--- config.mk ---
export PLATFORM = sky130hd
export DESIGN_NAME = bus_drvr_fifo_if
export DESIGN_NICKNAME = d
export VERILOG_FILES = /design/src/rtl/bus_if_pkg.sv /design/src/rtl/sync_fwft_fifo.sv /design/src/rtl/bus_drvr_fifo_if.sv
export SDC_FILE = /design/constraint.sdc
export NUM_CORES = 1
export LEC_CHECK = 0
export CAP_MARGIN = 20
export CORE_MARGIN = 8
export CORE_UTILIZATION = 60
export DETAILED_ROUTE_END_ITERATION = 10
export PLACE_DENSITY = 0.88
export SYNTH_ARGS = -nofsm -noshare
export SYNTH_HDL_FRONTEND = slang
export SYNTH_SLANG_ARGS = --single-unit
--- constraint.sdc ---
create_clock -name clk -period 12.8 [get_ports clk]
set_input_delay 2.56 -clock clk [delete_from_list [all_inputs] [get_ports clk]]
set_output_delay 2.56 -clock clk [all_outputs]
set_load 0.03 [all_outputs]
--- src/rtl/bus_if_pkg.sv ---
`default_nettype none
// ============================================================================
//  Module   : bus_if_pkg
//  Purpose  : Shared defaults, count-width helper and sticky-flag vector for
//             the per-driver bus FIFO front end.
//  Revision : 1.0  initial release
// ============================================================================
package bus_if_pkg;

    localparam int c_bits  = 32;
    localparam int c_depth = 16;

    // One extra bit so the count can represent "depth" (full) as well as 0.
    function automatic int count_width(input int d);
        return $clog2(d) + 1;
    endfunction

    typedef struct packed {
        logic tx_ovf;
        logic tx_udf;
        logic rx_ovf;
        logic rx_udf;
    } flags_t;

endpackage
`default_nettype wire

--- src/rtl/sync_fwft_fifo.sv ---
`default_nettype none
// ============================================================================
//  Module   : sync_fwft_fifo
//  Purpose  : Single-clock first-word-fall-through FIFO with overflow and
//             underflow event strobes.
//  Revision : 1.0  initial release
// ============================================================================
module sync_fwft_fifo
    import bus_if_pkg::*;
#(
    parameter int bits  = c_bits,
    parameter int depth = c_depth
) (
    input  logic                             clk,
    input  logic                             rst,
    input  logic                             wr,
    input  logic [bits-1:0]                  wr_data,
    input  logic                             rd,
    output logic [bits-1:0]                  rd_data,
    output logic [count_width(depth)-1:0]    count,
    output logic                             full,
    output logic                             empty,
    output logic                             ovf_evt,
    output logic                             udf_evt
);

    localparam int c_cw = count_width(depth);
    localparam int c_aw = $clog2(depth);
    localparam logic [c_cw-1:0] c_full = c_cw'(depth);

    logic [bits-1:0] r_mem [depth];
    logic [c_aw-1:0] r_wr_ptr;
    logic [c_aw-1:0] r_rd_ptr;
    logic [c_cw-1:0] r_count;

    logic w_rd_ok;
    logic w_wr_ok;

    assign empty   = (r_count == '0);
    assign full    = (r_count == c_full);
    assign w_rd_ok = rd && !empty;
    // A full FIFO still accepts a write when the head leaves in the same cycle.
    assign w_wr_ok = wr && (!full || w_rd_ok);
    assign ovf_evt = wr && !w_wr_ok;
    assign udf_evt = rd && empty;

    assign count   = r_count;
    assign rd_data = empty ? '0 : r_mem[r_rd_ptr];

    always_ff @(posedge clk) begin
        if (w_wr_ok) begin
            r_mem[r_wr_ptr] <= wr_data;
        end
    end

    always_ff @(posedge clk or posedge rst) begin
        if (rst) begin
            r_wr_ptr <= '0;
            r_rd_ptr <= '0;
            r_count  <= '0;
        end else begin
            if (w_wr_ok) begin
                r_wr_ptr <= r_wr_ptr + 1'b1;
            end
            if (w_rd_ok) begin
                r_rd_ptr <= r_rd_ptr + 1'b1;
            end
            case ({w_wr_ok, w_rd_ok})
                2'b10:   r_count <= r_count + 1'b1;
                2'b01:   r_count <= r_count - 1'b1;
                default: r_count <= r_count;
            endcase
        end
    end

endmodule
`default_nettype wire

--- src/rtl/bus_drvr_fifo_if.sv ---
`default_nettype none
// ============================================================================
//  Module   : bus_drvr_fifo_if
//  Purpose  : Per-driver TX/RX FIFO front end for the bus arbiter, with
//             occupancy counts and sticky error flags.
//  Revision : 1.0  initial release
// ============================================================================
module bus_drvr_fifo_if
    import bus_if_pkg::*;
#(
    parameter int bits  = c_bits,
    parameter int depth = c_depth,
    parameter int cw    = count_width(depth)
) (
    input  logic            clk,
    input  logic            reset,
    input  logic            host_wr,
    input  logic [bits-1:0] host_wr_data,
    output logic            tx_full,
    output logic [cw-1:0]   tx_count,
    output logic            pndng,
    output logic [bits-1:0] D_pop,
    input  logic            pop,
    input  logic            push,
    input  logic [bits-1:0] D_push,
    input  logic            host_rd,
    output logic [bits-1:0] host_rd_data,
    output logic            rx_empty,
    output logic [cw-1:0]   rx_count,
    input  logic            clr_flags,
    output logic            tx_ovf,
    output logic            tx_udf,
    output logic            rx_ovf,
    output logic            rx_udf
);

    flags_t r_flags;
    flags_t w_evt;
    logic   w_tx_empty;

    sync_fwft_fifo #(.bits(bits), .depth(depth)) u_tx_fifo (
        .clk     (clk),
        .rst     (reset),
        .wr      (host_wr),
        .wr_data (host_wr_data),
        .rd      (pop),
        .rd_data (D_pop),
        .count   (tx_count),
        .full    (tx_full),
        .empty   (w_tx_empty),
        .ovf_evt (w_evt.tx_ovf),
        .udf_evt (w_evt.tx_udf)
    );

    sync_fwft_fifo #(.bits(bits), .depth(depth)) u_rx_fifo (
        .clk     (clk),
        .rst     (reset),
        .wr      (push),
        .wr_data (D_push),
        .rd      (host_rd),
        .rd_data (host_rd_data),
        .count   (rx_count),
        .full    (),
        .empty   (rx_empty),
        .ovf_evt (w_evt.rx_ovf),
        .udf_evt (w_evt.rx_udf)
    );

    assign pndng = !w_tx_empty;

    // A new event in the clearing cycle survives the clear.
    always_ff @(posedge clk or posedge reset) begin
        if (reset) begin
            r_flags <= '0;
        end else begin
            r_flags <= flags_t'((clr_flags ? 4'b0000 : r_flags) | w_evt);
        end
    end

    assign tx_ovf = r_flags.tx_ovf;
    assign tx_udf = r_flags.tx_udf;
    assign rx_ovf = r_flags.rx_ovf;
    assign rx_udf = r_flags.rx_udf;

endmodule
`default_nettype wire

After elaboration in Yosys (flattened, before gate mapping)
Memory sizes are Yosys's and may differ from the RTL's.
Cells that the tools add are included.
{ "word_totals": {"reg_bits": 30, "ramBits": 1024, "inputBits": 71, "output_inout_bits": 81, "wordCells": 56, "n_memories": 2} }
{ "op_classes": {"addsub": 8, "eq_ne": 6, "mux": 9, "bitwise_logic": 1, "reduce_logical": 20} }
{ "mem_list": {"columns": ["name", "depth", "width", "read_ports", "rd_clocked_by_memory_dff", "write_ports", "line_no", "text"], "rows": [
  ["u_rx_fifo.r_mem", 16, 32, 1, 0, 1, "sync_fwft_fifo.sv:31", "logic [bits-1:0] r_mem [depth];"],
  ["u_tx_fifo.r_mem", 16, 32, 1, 0, 1, "sync_fwft_fifo.sv:31", null]
]} }
{ "op_table": {"columns": ["operator", "count"], "rows": [
  ["2-to-1 mux 32 bit", 2],
  ["case mux 5 bit (2 select lines)", 2],
  ["adder 4 x 1 -> 4 bit (second input constant)", 4],
  ["adder 5 x 1 -> 5 bit (second input constant)", 2],
  ["equality test 5 bit (second input constant)", 2],
  ["zero test 5 bit", 2],
  ["subtractor 5 x 1 -> 5 bit (second input constant)", 2],
  ["logical AND 1 bit", 8],
  ["zero test 1 bit", 6],
  ["equality test 2 x 1 -> 1 bit (second input constant)", 2],
  ["equality test 2 bit (second input constant)", 2],
  ["2-to-1 mux 1 bit", 4],
  ["2-to-1 mux 4 bit", 1],
  ["bitwise OR 4 bit", 1],
  ["nonzero test 2 bit", 2],
  ["logical OR 1 bit", 2]
]} }

Logic depth before layout (Yosys ltp)
Gate-level depths: netlist of the first run.
{ "logic_depth": {"word_depth": 8, "ltp_mapped": 13, "ltp_nobuf": 11} }

Hierarchy
Synthesis of the first run repeated with hierarchy kept, for this count alone.
{ "unflattened": {"cells_unflattened": 1859, "area_unflattened_um2": 40760.3} }
{ "by_module_without_submodules": {"columns": ["mod", "n_inst", "cells_per_inst", "area_per_inst_um2", "seq_area_each_um2"], "rows": [
  ["sync_fwft_fifo", 2, 924, 20309.5, 15700.1],
  ["bus_drvr_fifo_if", 1, 11, 141.4, 100.1]
]} }

Worst setup path after synthesis of the first run
Ideal clock, no wire load.
{ "synth_path": {"path_type": "in2reg", "from": "input port host_rd", "to": "memory u_rx_fifo.r_mem[0][0] (netlist name), enable pin", "setup_ps": 502, "t_arrival_ps": 6345, "required_ps": 12298, "path_slack_ps": 5954, "path_stages": 4, "path_buffers": 0, "path_cell_list": "inv_1 -> a31oi_1 -> inv_1 -> nor4_1"} }
{ "synth_between": {"elab_chain_cells": 5} }
{ "synth_lines": {"columns": ["element", "line_no", "text"], "rows": [
  ["start: declaration", "bus_drvr_fifo_if.sv:26", "input logic host_rd,"],
  ["logical AND 1 bit", "sync_fwft_fifo.sv:41", "assign w_rd_ok = rd && !empty;"],
  ["logical OR 1 bit", "sync_fwft_fifo.sv:43", "assign w_wr_ok = wr && (!full || w_rd_ok);"],
  ["logical AND 1 bit", "sync_fwft_fifo.sv:43", null],
  ["2-to-1 mux 1 bit", "sync_fwft_fifo.sv:51", "if (w_wr_ok) begin"],
  ["2-to-1 mux 1 bit (not written as such)", "sync_fwft_fifo.sv:52", "r_mem[r_wr_ptr] <= wr_data;"],
  ["end: declaration", "sync_fwft_fifo.sv:31", null]
]} }
Every way passes these cells.

Worst setup path in the final report of the first run
{ "layout_path": {"from": "register u_tx_fifo.r_rd_ptr[0]", "to": "output port D_pop[10]"} }
{ "layout_between": {"elab_chain_cells": 2} }
{ "layout_lines": {"columns": ["element", "line_no", "text"], "rows": [
  ["start: declaration", "sync_fwft_fifo.sv:33", "logic [c_aw-1:0] r_rd_ptr;"],
  ["start signal: assignment", "sync_fwft_fifo.sv:66", "r_rd_ptr <= r_rd_ptr + 1'b1;"],
  ["memory read (16 x 32 bit)", null, null],
  ["2-to-1 mux 32 bit", "sync_fwft_fifo.sv:48", "assign rd_data = empty ? '0 : r_mem[r_rd_ptr];"],
  ["end: declaration", "bus_drvr_fifo_if.sv:22", "output logic [bits-1:0] D_pop,"]
]} }
Every way passes these cells.

==> load_flow_metrics.sql, run 1 <==
INSERT INTO impl_metrics (metric_group, metric, value, unit) VALUES
('clocking', 'cts_buffer_depth', '3', ''),
('route', 'viasPerCell', '7.15', ''),
('clocking', 'htreeDepth', '3', ''),
('synth', 'seq_area_frac_synth', '0.770', ''),
('power', 'static-leakage-power', '15.0', 'nW'),
('global_route', 'grt-ovfl-total', '0', ''),
('layout', 'area.growth.synth_to_final', '15.0', '%'),
('synth', 'synth-main-ff-cell', 'sky130_fd_sc_hd__edfxtp_1', ''),
('placed_design', 'dp_cells', '2842', ''),
('layout', 'fin_cells', '3043', ''),
('synth', 'largest_area_contributor_in_the_netlist', 'sky130_fd_sc_hd__edfxtp_1', ''),
('job', 'timing.max_cap.violations', '0', ''),
('floorplanning', 'core_region_area', '0.0673', 'sq mm'),
('global_route', 'grt_pass1_vias', '22700', ''),
('synth', 'synthesis.yosys.warnings', '0', ''),
('global_route', 'grt_antenna_before_repair', '11', ''),
('route', 'ant_nets', '0', ''),
('layout', 'nFillCells', '3622', ''),
('synth', 'synth_edf_count', '1024', ''),
('sta', 'finalMaxSlewViolations', '0', ''),
('sta', 'period_minus_slack', '7.21', 'ns'),
('setup_path', 'reg2reg_slack', '8.94', 'ns'),
('route', 'drt-total-wl', '107000', 'um'),
('floorplanning', 'vertical_die_dimension', '277', 'um'),
('route', 'drc', '0', ''),
('floorplanning', 'top_level_ports', '152', ''),
('placed_design', 'port_buffers', '151', ''),
('sta', 'setup_viol', '0', ''),
('global_route', 'grt_use_total', '0.273', ''),
('sta', 'timing.max_slew.rel_slack', '0.209', ''),
('clocking', 'cts.sink_count', '1054', ''),
('clocking', 'cts_tree', 'done', ''),
('sta', 'worst_setup_margin', '5.59', 'ns'),
('route', 'detail_route.first_pass.iterations', '6', ''),
('sta', 'finalHoldViolations', '0', ''),
('synth', 'synth_largest_type_area_fraction', '0.752', ''),
('setup_path', 'worst_r2r_end', 'u_rx_fifo.count[2]', ''),
('sta', 'timing.setup.tns', '0', 'ns'),
('sta', 'timing_worst_slew_pin_value', '1.18', 'ns'),
('placed_design', 'dpl.hpwl', '51500', 'um'),
('route', 'dr_total_vias', '21700', ''),
('worst_hold_path', 'hold_depth', '1', ''),
('sta', 'worst_clock_skew', '0.0488', 'ns'),
('layout', 'finalNetCount', '2164', ''),
('power', 'ir_worst_vdd', '0.200', 'mV'),
('setup_path', 'critPathKind', 'reg -> out', ''),
('synth', 'post_synth_instance_area', '0.0409', 'sq mm'),
('clocking', 'worst_setup_hold_path_clk_slew', '0.07', 'ns'),
('placed_design', 'cell_area_after_placement', '0.0435', 'sq mm'),
('sta', 'timing.fmax', '139', 'MHz'),
('clocking', 'cts-resized-gates', '0', ''),
('power', 'pwr_density_cell', '241', 'mW/mm^2'),
('floorplanning', 'placement_rows', '95', ''),
('layout', 'share_of_post_route_cells_with_drive_strength_above_1', '0.249', ''),
('clocking', 'tritoncts.num_buffers', '101', ''),
('sta', 'setup_repair_after_global_routing_missed_its_margin', 'false', ''),
('setup_path', 'worstPathMaxFanout', '45', ''),
('global_route', 'maximum_number_of_pins_on_one_net_before_global_route_repair', '70', ''),
('sta', 'fin_hold_ws', '0.491', 'ns'),
('synth', 'synthesis.nets', '1972', ''),
('synth', 'netlist_instances', '1884', ''),
('clocking', 'clkLatencyLatePin', '0.68', 'ns'),
('worst_hold_path', 'worstHoldStart', 'rx_udf', ''),
('worst_hold_path', 'hold_end', 'rx_udf', ''),
('synth', 'asyncSetResetFlopFracSynth', '0.0285', ''),
('placed_design', 'dp_worst_setup_slack', '6.33', 'ns'),
('outcome', 'outcome', 'completed', ''),
('clocking', 'cts-root-buf', 'sky130_fd_sc_hd__clkbuf_16', ''),
('layout', 'post-route-util', '0.699', ''),
('global_route', 'grt_pass1_wl', '153000', 'um'),
('layout', 'finalInstanceArea', '0.0470', 'sq mm');
==> kinds of logic after synthesis <==
group,after synthesis,synth area share
AOI/OAI and AO/OA,57,0.0113
xor gates and xnor gates,22,0.00471
adders and majority gates,17,0.00538
buffers and inverters,138,0.0157
DFF,1054,0.770
muxes,328,0.160
and+or+nand+nor,268,0.0330
==> routing by layer <==
layer	wire length, um	part of all wire	up-vias	global-route usage
met3	11000	0.10	375	0.0568
met1	34700	0.32	11200	0.321
met5	29	0.00027	-	0
met2	55500	0.52	1855	0.469
met4	5740	0.054	4	0.149
li1	-	-	8272	-
==> state kept, by name, indices dropped and copies added (netlist names) <==
signal,cells
rx_ovf,1
tx_udf,1
u_rx_fifo.r_rd_ptr,4
tx_ovf,1
u_tx_fifo.r_rd_ptr,4
u_rx_fifo.count,5
u_rx_fifo.r_mem,512
u_tx_fifo.r_wr_ptr,4
rx_udf,1
u_rx_fifo.r_wr_ptr,4
u_tx_fifo.r_mem,512
u_tx_fifo.count,5
==> cell usage in the layout, fill, tap and decap left out, types with 4 or more instances in the layout <==
cell,instances
sky130_fd_sc_hd__ha_1,16
sky130_fd_sc_hd__clkdlybuf4s50_1,151
sky130_fd_sc_hd__dfrtp_1,24
sky130_fd_sc_hd__buf_12,4
sky130_fd_sc_hd__nand2b_1,5
sky130_fd_sc_hd__buf_4,48
sky130_fd_sc_hd__diode_2,11
sky130_fd_sc_hd__nand3_1,165
sky130_fd_sc_hd__o311ai_1,31
sky130_fd_sc_hd__mux2i_1,35
sky130_fd_sc_hd__and2_2,8
sky130_fd_sc_hd__nand2_1,37
sky130_fd_sc_hd__clkbuf_16,101
sky130_fd_sc_hd__xor2_1,8
sky130_fd_sc_hd__dfrtp_4,4
sky130_fd_sc_hd__nor4_2,8
sky130_fd_sc_hd__clkbuf_8,7
sky130_fd_sc_hd__nor3_2,4
sky130_fd_sc_hd__bufinv_16,13
sky130_fd_sc_hd__mux4_2,256
sky130_fd_sc_hd__a21oi_1,6
sky130_fd_sc_hd__nor2_4,9
sky130_fd_sc_hd__clkbuf_1,19
sky130_fd_sc_hd__inv_1,23
sky130_fd_sc_hd__nor2_1,6
sky130_fd_sc_hd__mux2_2,37
sky130_fd_sc_hd__xnor2_1,14
sky130_fd_sc_hd__clkinvlp_4,4
sky130_fd_sc_hd__edfxtp_1,1024
sky130_fd_sc_hd__clkinv_1,21
sky130_fd_sc_hd__and3_2,4
sky130_fd_sc_hd__clkinv_2,12
==> worst max path at each step <==
stage | from | to | slack (ns) | cells past startpoint
5_1_grt | u_tx_fifo.r_rd_ptr[0] | D_pop[26] | 5.32 | 5
2_1_floorplan | host_rd | u_rx_fifo.r_mem[0][0] | 5.95 | 4
3_5_place_dp | u_tx_fifo.r_rd_ptr[0] | D_pop[3] | 6.33 | 6
3_3_place_gp | u_tx_fifo.r_rd_ptr[0] | D_pop[3] | 6.40 | 6
4_1_cts | u_tx_fifo.r_rd_ptr[0] | D_pop[10] | 5.55 | 6
6_report | u_tx_fifo.r_rd_ptr[0] | D_pop[10] | 5.59 | 6
==> where the power goes <==
part           total, mW  leakage, nW  switching, mW  internal (mW)
Sequential          4.47         9.61          0.307           4.16
Clock               3.08         1.66           1.31           1.77
Combinational       3.78         3.76           2.19           1.59
==> cell type report <==
type / instances / area [sq um] / share of cell area
Inverter: 24 / 90.1 / 0.00192
Timing Repair Buffer: 203 / 1950 / 0.0415
Antenna cell: 11 / 27.5 / 0.000585
Clock inverter: 59 / 729 / 0.0155
Multi-Input combinational cell: 692 / 8930 / 0.190
Clock buffer: 127 / 2700 / 0.0573
Tap cell: 873 / 1090 / 0.0232
Sequential cell: 1054 / 31500 / 0.670
==> worst max-delay path, stage by stage, from the launching register on <==
cell	delay [ns]
sky130_fd_sc_hd__dfrtp_4	0.78
sky130_fd_sc_hd__buf_4	0.62
sky130_fd_sc_hd__buf_4	0.82
sky130_fd_sc_hd__mux4_2	0.63
sky130_fd_sc_hd__nand3_1	0.13
sky130_fd_sc_hd__o311ai_1	0.23
sky130_fd_sc_hd__clkdlybuf4s50_1	0.68
(Power assumes the default switching activity.)
==> run 2: changes to the inputs <==
==> constraint.sdc (replaced) <==
create_clock -name clk -period 7.46 [get_ports clk]
set_input_delay 1.492 -clock clk [delete_from_list [all_inputs] [get_ports clk]]
set_output_delay 1.492 -clock clk [all_outputs]
set_load 0.03 [all_outputs]
==> run 2 against run 1 <==
Combinational power rose by 69%. Clock skew rose by 0.010 ns. Final area fell by 0.12%. Non-clock buffer count rose by 2. Clock-buffer cell count fell by 4. Wire length fell by 1.2%. Via count fell by 1.1%. Worst hold slack improved by 0.031 ns. Sequential power rose by 74%. Total power rose by 69%.
==> load_flow_metrics.sql, run 2 (synthesis gave the netlist of run 1 again) <==
INSERT INTO impl_metrics (metric_group, metric, value, unit) VALUES
('power', 'internal_power', '12.7', 'mW'),
('clocking', 'cts.repair_timing.setup_buffer_count', '0', ''),
('global_route', 'grt-ovfl-total', '0', ''),
('clocking', 'cts-root-buf', 'sky130_fd_sc_hd__clkbuf_16', ''),
('layout', 'layout.cells.most_common_list', '1024 x sky130_fd_sc_hd__edfxtp_1, 256 x sky130_fd_sc_hd__mux4_2, 165 x sky130_fd_sc_hd__nand3_1', ''),
('sta', 'post-route-period-util', '0.766', ''),
('placed_design', 'port_buffers', '151', ''),
('floorplanning', 'vertical_die_dimension', '277', 'um'),
('setup_path', 'critPathKind', 'reg -> out', ''),
('setup_path', 'end_kind', 'output port', ''),
('placed_design', 'dpl.hpwl', '50400', 'um'),
('worst_hold_path', 'worstHoldStart', 'rx_ovf', ''),
('global_route', 'grt_use_total', '0.269', ''),
('sta', 'setup_repair_after_global_routing_missed_its_margin', 'false', ''),
('clocking', 'htreeDepth', '3', ''),
('setup_path', 'crit_path_start', 'u_tx_fifo.r_rd_ptr[3]', ''),
('power', 'static-leakage-power', '15.0', 'nW'),
('worst_hold_path', 'hold_depth', '2', ''),
('sta', 'finalHoldViolations', '0', ''),
('power', 'ir_worst_vdd', '0.346', 'mV'),
('layout', 'reg.largest.list', 'u_rx_fifo.r_mem x512, u_tx_fifo.r_mem x512', ''),
('sta', 'period_minus_slack', '5.72', 'ns'),
('layout', 'finalNetCount', '2162', ''),
('route', 'drt_first_iter_violations', '3266', ''),
('global_route', 'grt_pass1_vias', '22300', ''),
('clocking', 'tritoncts.num_buffers', '97', ''),
('outcome', 'outcome', 'completed', ''),
('setup_path', 'reg2reg_depth', '11', ''),
('clocking', 'cts-resized-gates', '0', ''),
('setup_path', 'critical_path.cell_chain', 'buf_4 > mux4_2 > mux2i_1 > o311ai_1 > clkdlybuf4s50_1', ''),
('power', 'pwr_density_cell', '409', 'mW/mm^2'),
('layout', 'area.growth.synth_to_final', '14.9', '%'),
('clocking', 'cts_tree', 'done', ''),
('setup_path', 'cp.arrival', '4.23', 'ns'),
('power', 'share_seq_of_total_power', '0.404', ''),
('layout', 'layout.cells.most_common', 'sky130_fd_sc_hd__edfxtp_1', ''),
('sta', 'worst_clock_skew', '0.0588', 'ns'),
('global_route', 'grt_antenna_before_repair', '13', ''),
('setup_path', 'worstPathMaxFanout', '36', ''),
('floorplanning', 'die-width', '277', 'um'),
('clocking', 'worst_setup_hold_path_clk_slew', '0.06', 'ns'),
('setup_path', 'worstPathRequired', '5.97', 'ns'),
('power', 'combinationalPowerShare', '0.332', ''),
('layout', 'share_of_post_route_cells_with_drive_strength_above_1', '0.246', ''),
('route', 'detail_route.first_pass.iterations', '8', ''),
('sta', 'timing.setup.tns', '0', 'ns'),
('route', 'viasPerCell', '7.09', ''),
('floorplanning', 'placement_rows', '95', ''),
('floorplanning', 'core_region_area', '0.0673', 'sq mm'),
('setup_path', 'r2r_start', 'u_rx_fifo.count[1]', ''),
('setup_path', 'critical_path.top_delay_family', 'buffers and inverters', ''),
('worst_hold_path', 'hold_end', 'rx_ovf', ''),
('power', 'power.clock.fraction', '0.264', ''),
('setup_path', 'timing.critical_path.from_type', 'flip-flop', ''),
('floorplanning', 'die_area', '0.0768', 'sq mm'),
('sta', 'finalMaxSlewViolations', '0', ''),
('setup_path', 'timing.critical_path.slowest_stage_cell', 'sky130_fd_sc_hd__dfrtp_2', ''),
('sta', 'fin_hold_ws', '0.522', 'ns'),
('route', 'ant_nets', '0', ''),
('clocking', 'clkLatencyLatePin', '0.69', 'ns'),
('clocking', 'cts_buffer_depth', '3', ''),
('sta', 'setup_viol', '0', ''),
('floorplanning', 'initial_util', '0.608', ''),
('route', 'wire_per_inst', '34.9', 'um'),
('power', 'switching_share', '0.336', ''),
('sta', 'timing.fmax', '175', 'MHz'),
('job', 'timing.max_cap.violations', '0', ''),
('sta', 'timing.max_slew.rel_slack', '0.221', ''),
('setup_path', 'stage_delay_of_the_slowest_cell_on_the_critical_path', '1.00', 'ns'),
('route', 'dr_total_vias', '21500', ''),
('global_route', 'grt_pass1_wl', '151000', 'um'),
('global_route', 'maximum_number_of_pins_on_one_net_before_global_route_repair', '70', ''),
('route', 'drc', '0', ''),
('setup_path', 'cp.buffers_inverters', '2', ''),
('setup_path', 'reg2reg_slack', '3.72', 'ns'),
('clocking', 'cts.sink_count', '1054', ''),
('floorplanning', 'top_level_ports', '152', ''),
('route', 'drt-total-wl', '106000', 'um'),
('placed_design', 'finalWeightedCongestion', '0.756', ''),
('clocking', 'cts_hold_repair.buffers', '0', ''),
('sta', 'timing_worst_slew_pin_value', '1.16', 'ns'),
('setup_path', 'worst_r2r_end', 'u_rx_fifo.count[4]', ''),
('worst_hold_path', 'worst_hold_path_type', 'reg -> reg', ''),
('power', 'total_switching_power', '6.46', 'mW');
==> run 2: cell count changes in the layout (fill, tap and decap cells not counted), moves of 3 or more <==
cell and change:
sky130_fd_sc_hd__clkbuf_16 -3, sky130_fd_sc_hd__buf_12 +8, sky130_fd_sc_hd__clkinvlp_4 -3, sky130_fd_sc_hd__buf_4 -8, sky130_fd_sc_hd__clkbuf_8 -5, sky130_fd_sc_hd__clkinv_1 -3
sky130_fd_sc_hd__clkbuf_1 +4
==> run 2: worst register-to-register path, stage by stage, from the launching register on <==
cell	delay, ns
sky130_fd_sc_hd__dfrtp_1	0.48
sky130_fd_sc_hd__nor4_1	0.83
sky130_fd_sc_hd__nand2_2	0.12
sky130_fd_sc_hd__buf_4	0.45
sky130_fd_sc_hd__nand2_1	0.30
sky130_fd_sc_hd__inv_1	0.11
sky130_fd_sc_hd__ha_1	0.31
sky130_fd_sc_hd__xor2_1	0.19
sky130_fd_sc_hd__ha_1	0.22
sky130_fd_sc_hd__a211oi_1	0.10
sky130_fd_sc_hd__nor4_1	0.35
sky130_fd_sc_hd__xnor2_1	0.19
==> run 2: how the worst max path moves through the flow <==
stage / depth (start not counted) / endpoint / slack (ns)
floorplan: 4 / u_rx_fifo.r_mem[0][0] / 1.68
global placement: 8 / D_pop[2] / 2.64
detailed placement: 6 / u_rx_fifo.r_mem[8][7] / 2.62
CTS: 5 / D_pop[2] / 1.87
global route: 5 / D_pop[2] / 1.68
finish: 5 / D_pop[26] / 1.74
==> run 2: metrics by stage <==
stage	cells	instance area [sq um]	power [mW]	setup WS (ns)	utilization
CTS	3015	46800	19.2	1.87	0.695
global route	3029	47000	19.7	1.68	0.698
finish	3032	47000	19.2	1.74	0.698
detailed placement	2840	43600	14.0	2.62	0.647
floorplan	1884	40900	11.7	1.68	-
global placement	2837	43500	13.7	2.64	0.647
==> run 2: power groups by stage <==
stage	Clock, mW	Sequential (mW)	Combinational [mW]
2_1_floorplan	0	7.46	4.29
3_3_place_gp	0	7.77	5.94
3_5_place_dp	0	7.85	6.13
4_1_cts	5.09	7.76	6.31
5_1_grt	5.31	7.83	6.61
6_report	5.07	7.77	6.37
==> run 2: cell type report <==
class	count	area (sq um)
Sequential cell	1054	31500
Fill cell	3607	20300
Multi-Input combinational cell	692	8930
Clock buffer	123	2570
Timing Repair Buffer	205	2110
Tap cell	873	1090
Clock inverter	52	652
Inverter	24	90.1
Antenna cell	9	22.5
==> run 2: layer usage <==
metal	vias to the layer above	wire length (um)	track usage
met5	-	27	0
met4	4	4780	0.133
met3	308	11600	0.0585
met2	1851	54600	0.454
met1	11100	34700	0.329
li1	8249	-	-
